==> src/rtl/treemux_rr_arb.sv <==
// rtl/treemux_rr_arb.sv - N-to-1 registered round-robin mux with optional packet lock
// One output register slot; grant is combinational from valid_in, pointer and lock.
module treemux_rr_arb #(
  parameter int WIDTH        = 72,
  parameter int N            = 4,
  parameter int IDX_W        = (N > 1 ? $clog2(N) : 1),
  parameter int LOCK_ON_LAST = 1
) (
  input  logic                 CLK,
  input  logic                 RST_N,
  input  logic [WIDTH-1:0]     data_in [N-1:0],
  input  logic [N-1:0]         valid_in,
  input  logic [N-1:0]         last_in,
  output logic [N-1:0]         ready_in,
  output logic [WIDTH-1:0]     data_out,
  output logic                 valid_out,
  output logic                 last_out,
  output logic [IDX_W-1:0]     src_out,
  input  logic                 ready_out
);

  localparam logic [IDX_W-1:0] LAST_IDX = IDX_W'(N - 1);
  localparam logic [IDX_W:0]   N_W      = (IDX_W + 1)'(N);

  logic [WIDTH-1:0] data_q, data_d;
  logic             valid_q, valid_d;
  logic             last_q, last_d;
  logic [IDX_W-1:0] src_q, src_d;
  logic [IDX_W-1:0] ptr_q, ptr_d;
  logic             lock_q, lock_d;
  logic [IDX_W-1:0] lock_idx_q, lock_idx_d;

  logic             load_en;
  logic             grant_vld;
  logic [IDX_W-1:0] grant_idx;
  logic [IDX_W:0]   cand;
  logic             accept;
  logic             ends_grant;

  assign load_en = !valid_q || ready_out;

  // Scan from the farthest offset down so the channel nearest ptr wins.
  always_comb begin
    grant_vld = 1'b0;
    grant_idx = '0;
    cand      = '0;
    if (lock_q) begin
      grant_vld = 1'b1;
      grant_idx = lock_idx_q;
    end else begin
      for (int j = N - 1; j >= 0; j--) begin
        cand = {1'b0, ptr_q} + (IDX_W + 1)'(j);
        if (cand >= N_W) cand = cand - N_W;
        if (valid_in[cand[IDX_W-1:0]]) begin
          grant_vld = 1'b1;
          grant_idx = cand[IDX_W-1:0];
        end
      end
    end
  end

  always_comb begin
    ready_in = '0;
    if (grant_vld && load_en && RST_N) ready_in[grant_idx] = 1'b1;
  end

  assign accept     = |(valid_in & ready_in);
  assign ends_grant = (LOCK_ON_LAST == 0) || last_in[grant_idx];

  always_comb begin
    data_d     = data_q;
    valid_d    = valid_q;
    last_d     = last_q;
    src_d      = src_q;
    ptr_d      = ptr_q;
    lock_d     = lock_q;
    lock_idx_d = lock_idx_q;
    if (accept) begin
      valid_d = 1'b1;
      data_d  = data_in[grant_idx];
      last_d  = last_in[grant_idx];
      src_d   = grant_idx;
      if (ends_grant) begin
        ptr_d  = (grant_idx == LAST_IDX) ? '0 : grant_idx + 1'b1;
        lock_d = 1'b0;
      end else begin
        lock_d     = 1'b1;
        lock_idx_d = grant_idx;
      end
    end else if (ready_out) begin
      valid_d = 1'b0;
    end
  end

  always_ff @(posedge CLK or negedge RST_N) begin
    if (!RST_N) begin
      data_q     <= '0;
      valid_q    <= 1'b0;
      last_q     <= 1'b0;
      src_q      <= '0;
      ptr_q      <= '0;
      lock_q     <= 1'b0;
      lock_idx_q <= '0;
    end else begin
      data_q     <= data_d;
      valid_q    <= valid_d;
      last_q     <= last_d;
      src_q      <= src_d;
      ptr_q      <= ptr_d;
      lock_q     <= lock_d;
      lock_idx_q <= lock_idx_d;
    end
  end

  assign data_out  = data_q;
  assign valid_out = valid_q;
  assign last_out  = last_q;
  assign src_out   = src_q;

endmodule

==> config.mk <==
export PLATFORM = sky130hd
export DESIGN_NAME = treemux_rr_arb
export DESIGN_NICKNAME = d
export VERILOG_FILES = /design/src/rtl/treemux_rr_arb.sv
export SDC_FILE = /design/constraint.sdc
export NUM_CORES = 1
export LEC_CHECK = 0
export ABC_AREA = 1
export CAP_MARGIN = 0
export CORE_AREA = 2 2 146 148
export DETAILED_ROUTE_END_ITERATION = 7
export DIE_AREA = 0 0 148 150
export GPL_TIMING_DRIVEN = 0
export PLACE_DENSITY = 0.63
export SYNTH_ARGS = -nofsm -noshare
export SYNTH_HDL_FRONTEND = slang
export SYNTH_SLANG_ARGS = --single-unit
export TNS_END_PERCENT = 50
==> constraint.sdc <==
create_clock -name CLK -period 7.05 [get_ports CLK]
set_input_delay 1.7625 -clock CLK [delete_from_list [all_inputs] [get_ports CLK]]
set_output_delay 1.7625 -clock CLK [all_outputs]
set_load 0.03 [all_outputs]
==> impl_metrics.csv <==
group,metric,value,unit
outcome,status,"completed",
sta,skew,0.008176,ns
critical_path,cp_common_cell,"nand2_1",
pwr,ir_drop,0.0002187,V
routing,routed_wl,27170,µm
place,dp_hpwl,21320,µm
place,post_dp_cell_area,0.009826,mm²
pwr,total_power,5.094,mW
die,ios,379,
cts,clkLatencyLatePin,0.34,ns
critical_path,crit_arrival,4.89,ns
cts,cts_root_buf,"clkbuf_16",
job,drv_cap,0,
critical_path,crit_slowest_cell,"clkdlybuf4s50_1",
sta,rsz0062_at_grt,"no",
logic_synthesis,netlist_instances,902,
cts,cts_post_setup_buffers_inserted,0,
routing,ant_nets,0,
sta,hold_ws,0.4717,ns
pwr,power.leakage,4.590,nW
logic_synthesis,syn-cell-area,0.005673,mm²
grt,overflow,0,
logic_synthesis,synth.ff_latch_count,81,
critical_path,start_kind,"primary input",
critical_path,end_kind,"primary output",
routing,first_iter_violations,329,
sta,finalSetupViolCount,0,
cts,cts_tree,"yes",
logic_synthesis,synth.avg_cell_area,6.289,µm²
critical_path,cp_data_required_time,5.29,ns
sta,hold_viol_final,0,
final_layout,utilization,48.89,%
die,die_x,148,µm
sta,max_freq,150.2,MHz
grt,antenna_found_initial,0,
cts,path_clk_slew,0.06,ns
place,portBuffers,378,
die,std_cell_rows,53,
routing,route.vias.total,7324,
final_layout,fill_cells,2150,
critical_path,cp_max_fo,10,
sta,worst_slack,0.3934,ns
critical_path,crit_chain,"clkdlybuf4s50_1 > inv_1 > nand2_1 > and2_4 > nand2_2 > nand2_1 > inv_2 > nand2_1 > nand2_1 > nand3_2 > nand2_2 > inv_2 > buf_4 > buf_2 > ha_1 > inv_1 > nor2_1 > clkdlybuf4s50_1",
cts,cts_buffers,9,
routing,viasPerCell,4.659,
sta,finalCritPeriodShare,94.42,%
critical_path,crit_buf_inv,8,
sta,timing.slew.headroom,49.19,%
logic_synthesis,yosysUniqueCellTypes,24,
routing,detail_route.wl_per_cell,17.29,µm
routing,drtPass1Iterations,5,
grt,grt_max_degree,43,
grt,grt_pass1_wl,40120,µm
logic_synthesis,seq_area_frac_synth,35.73,%
final_layout,final_cell_count_no_fill,1572,
sta,finalMaxSlewViolations,0,
worst_hold_path,hold_class,"flip-flop to flip-flop",
place,dpl.cell_count,1556,
place,gp_congestion,0.8524,
cts,cts_buffer_depth,2,
die,dieArea,0.02220,mm²
pwr,powerDensity,503.6,mW/mm²
cts,hold_buffers,0,
final_layout,nets,1592,
cts,cts_max_level,3,
grt,grt_pass1_vias,7203,
place,pre_cts_ws,0.3742,ns
die,start_util,27.42,%
critical_path,slowest_delay,0.71,ns
cts,cts_resized,0,
sta,min_period,6.657,ns
die,die_h,150,µm
routing,remaining_drc_errors,0,
final_layout,num_antenna_cells,0,
final_layout,final_area,0.01011,mm²
critical_path,critPathTopFamily,"buffers and inverters",
critical_path,path_class,"primary input to primary output",
grt,grt_usage,23.65,%
sta,setup_tns,0,ns
logic_synthesis,yosysWarnings,0,
cts,cts_sinks,81,
die,fp.coreArea,0.02069,mm²
final_layout,syn_to_final_growth,78.30,%
final_layout,drive_gt1_share,5.783,%
logic_synthesis,syn_nets,1202,
sta,tightest_slew,0.7621,ns
-- final cells by class --
| type | instances | area (µm²) | share of cell area, % |
|---|---|---|---|
| plain buffers | 65 | 347.8 | 3.439 |
| well taps | 275 | 344.1 | 3.402 |
| multi-input cells | 669 | 2972 | 29.38 |
| clock buffers | 11 | 232.7 | 2.301 |
| repair buffers | 379 | 3809 | 37.65 |
| clock inverters | 5 | 56.30 | 0.5567 |
| inverters | 87 | 326.6 | 3.229 |
| flip-flops and latches | 81 | 2027 | 20.04 |
-- final timing paths --
kind	startpoint	endpoint	slack, ns	cells past startpoint
max reg2reg	ptr_q[0]$_DFFE_PN0P_	data_out[61]$_DFFE_PN0P_	3.72	24
max in group asynchronous	RST_N	data_out[9]$_DFFE_PN0P_	5.01	2
max	valid_in[3]	ready_in[3]	0.39	18
min reg2reg	lock_idx_q[0]$_DFFE_PN0P_	lock_idx_q[0]$_DFFE_PN0P_	0.47	2
min in group asynchronous	RST_N	data_out[68]$_DFFE_PN0P_	1.41	1
min	lock_idx_q[0]$_DFFE_PN0P_	lock_idx_q[0]$_DFFE_PN0P_	0.47	2
-- report_power, final --
part	total [mW]	switching, mW	internal [mW]
sequential	0.840	0.134	0.706
combinational	3.78	2.45	1.33
clock	0.477	0.203	0.275
total	5.09	2.78	2.31
-- registers in the layout, indices dropped and copies added (netlist names) --
register / count
lock_q: 1
lock_idx_q: 2
last_out: 1
valid_out: 1
ptr_q: 2
src_out: 2
data_out: 72
-- logic make-up (layout without fill, tap and decap cells) --
kind of cell,Yosys count,after routing,synth area share [%]
compound gates,299,299,26.44
fa+ha+maj,1,1,0.2205
buf+inv,152,547,11.89
flops,81,81,35.73
simple gates,369,369,25.72
-- synth_stat cells --
cell type	instances	share of area [%]
buf_1	4	0.26
nand2_1	259	17
dfrtp_1	81	36
ha_1	1	0.22
nor2_2	1	0.11
nand3_2	2	0.35
o21ai_0	207	18
and2_1	1	0.11
a21o_2	1	0.15
nor2_4	1	0.20
buf_4	4	0.53
clkbuf_1	21	1.4
inv_2	6	0.40
nand3_1	17	1.5
buf_2	29	2.6
buf_6	7	1.4
nand2_2	6	0.66
o21ai_1	17	1.5
nor2_1	76	5.0
nor3_1	4	0.35
or2_2	1	0.11
inv_1	81	5.4
a21oi_1	74	6.5
and2_4	1	0.15
-- cell usage in the layout (no fill, tap or decap) --
master	instances
ha_1	1
inv_1	81
o21ai_1	17
bufinv_16	1
buf_2	29
inv_2	6
or2_2	1
a21o_2	1
nor2_4	1
a21oi_1	74
nand3_1	17
nand3_2	2
clkinv_4	1
nor2_1	76
nor3_1	4
dfrtp_1	81
nand2_2	6
and2_4	1
clkinv_2	2
nor2_2	1
clkbuf_1	23
buf_4	5
o21ai_0	207
buf_16	1
clkinvlp_4	1
buf_1	4
nand2_1	259
clkbuf_16	9
clkdlybuf4s50_1	377
and2_1	1
buf_6	7
-- per-layer routing --
metal  vias to the layer above  GRT usage, %  routed length (µm)
met5                         -             0                   0
met4                         0         6.952                 586
met3                        34         5.610                2003
met2                       284         42.92               13570
met1                      3332         27.68               11010
li1                       3674             -                   -
-- worst reg2reg max path: cells and delay by family, from the launching register on --
family	cells	cell delay, ns
fa+ha+maj	1	0.21
flops	1	0.37
buf+inv	10	1.38
simple gates	13	1.33
(Power assumes the default switching activity.)
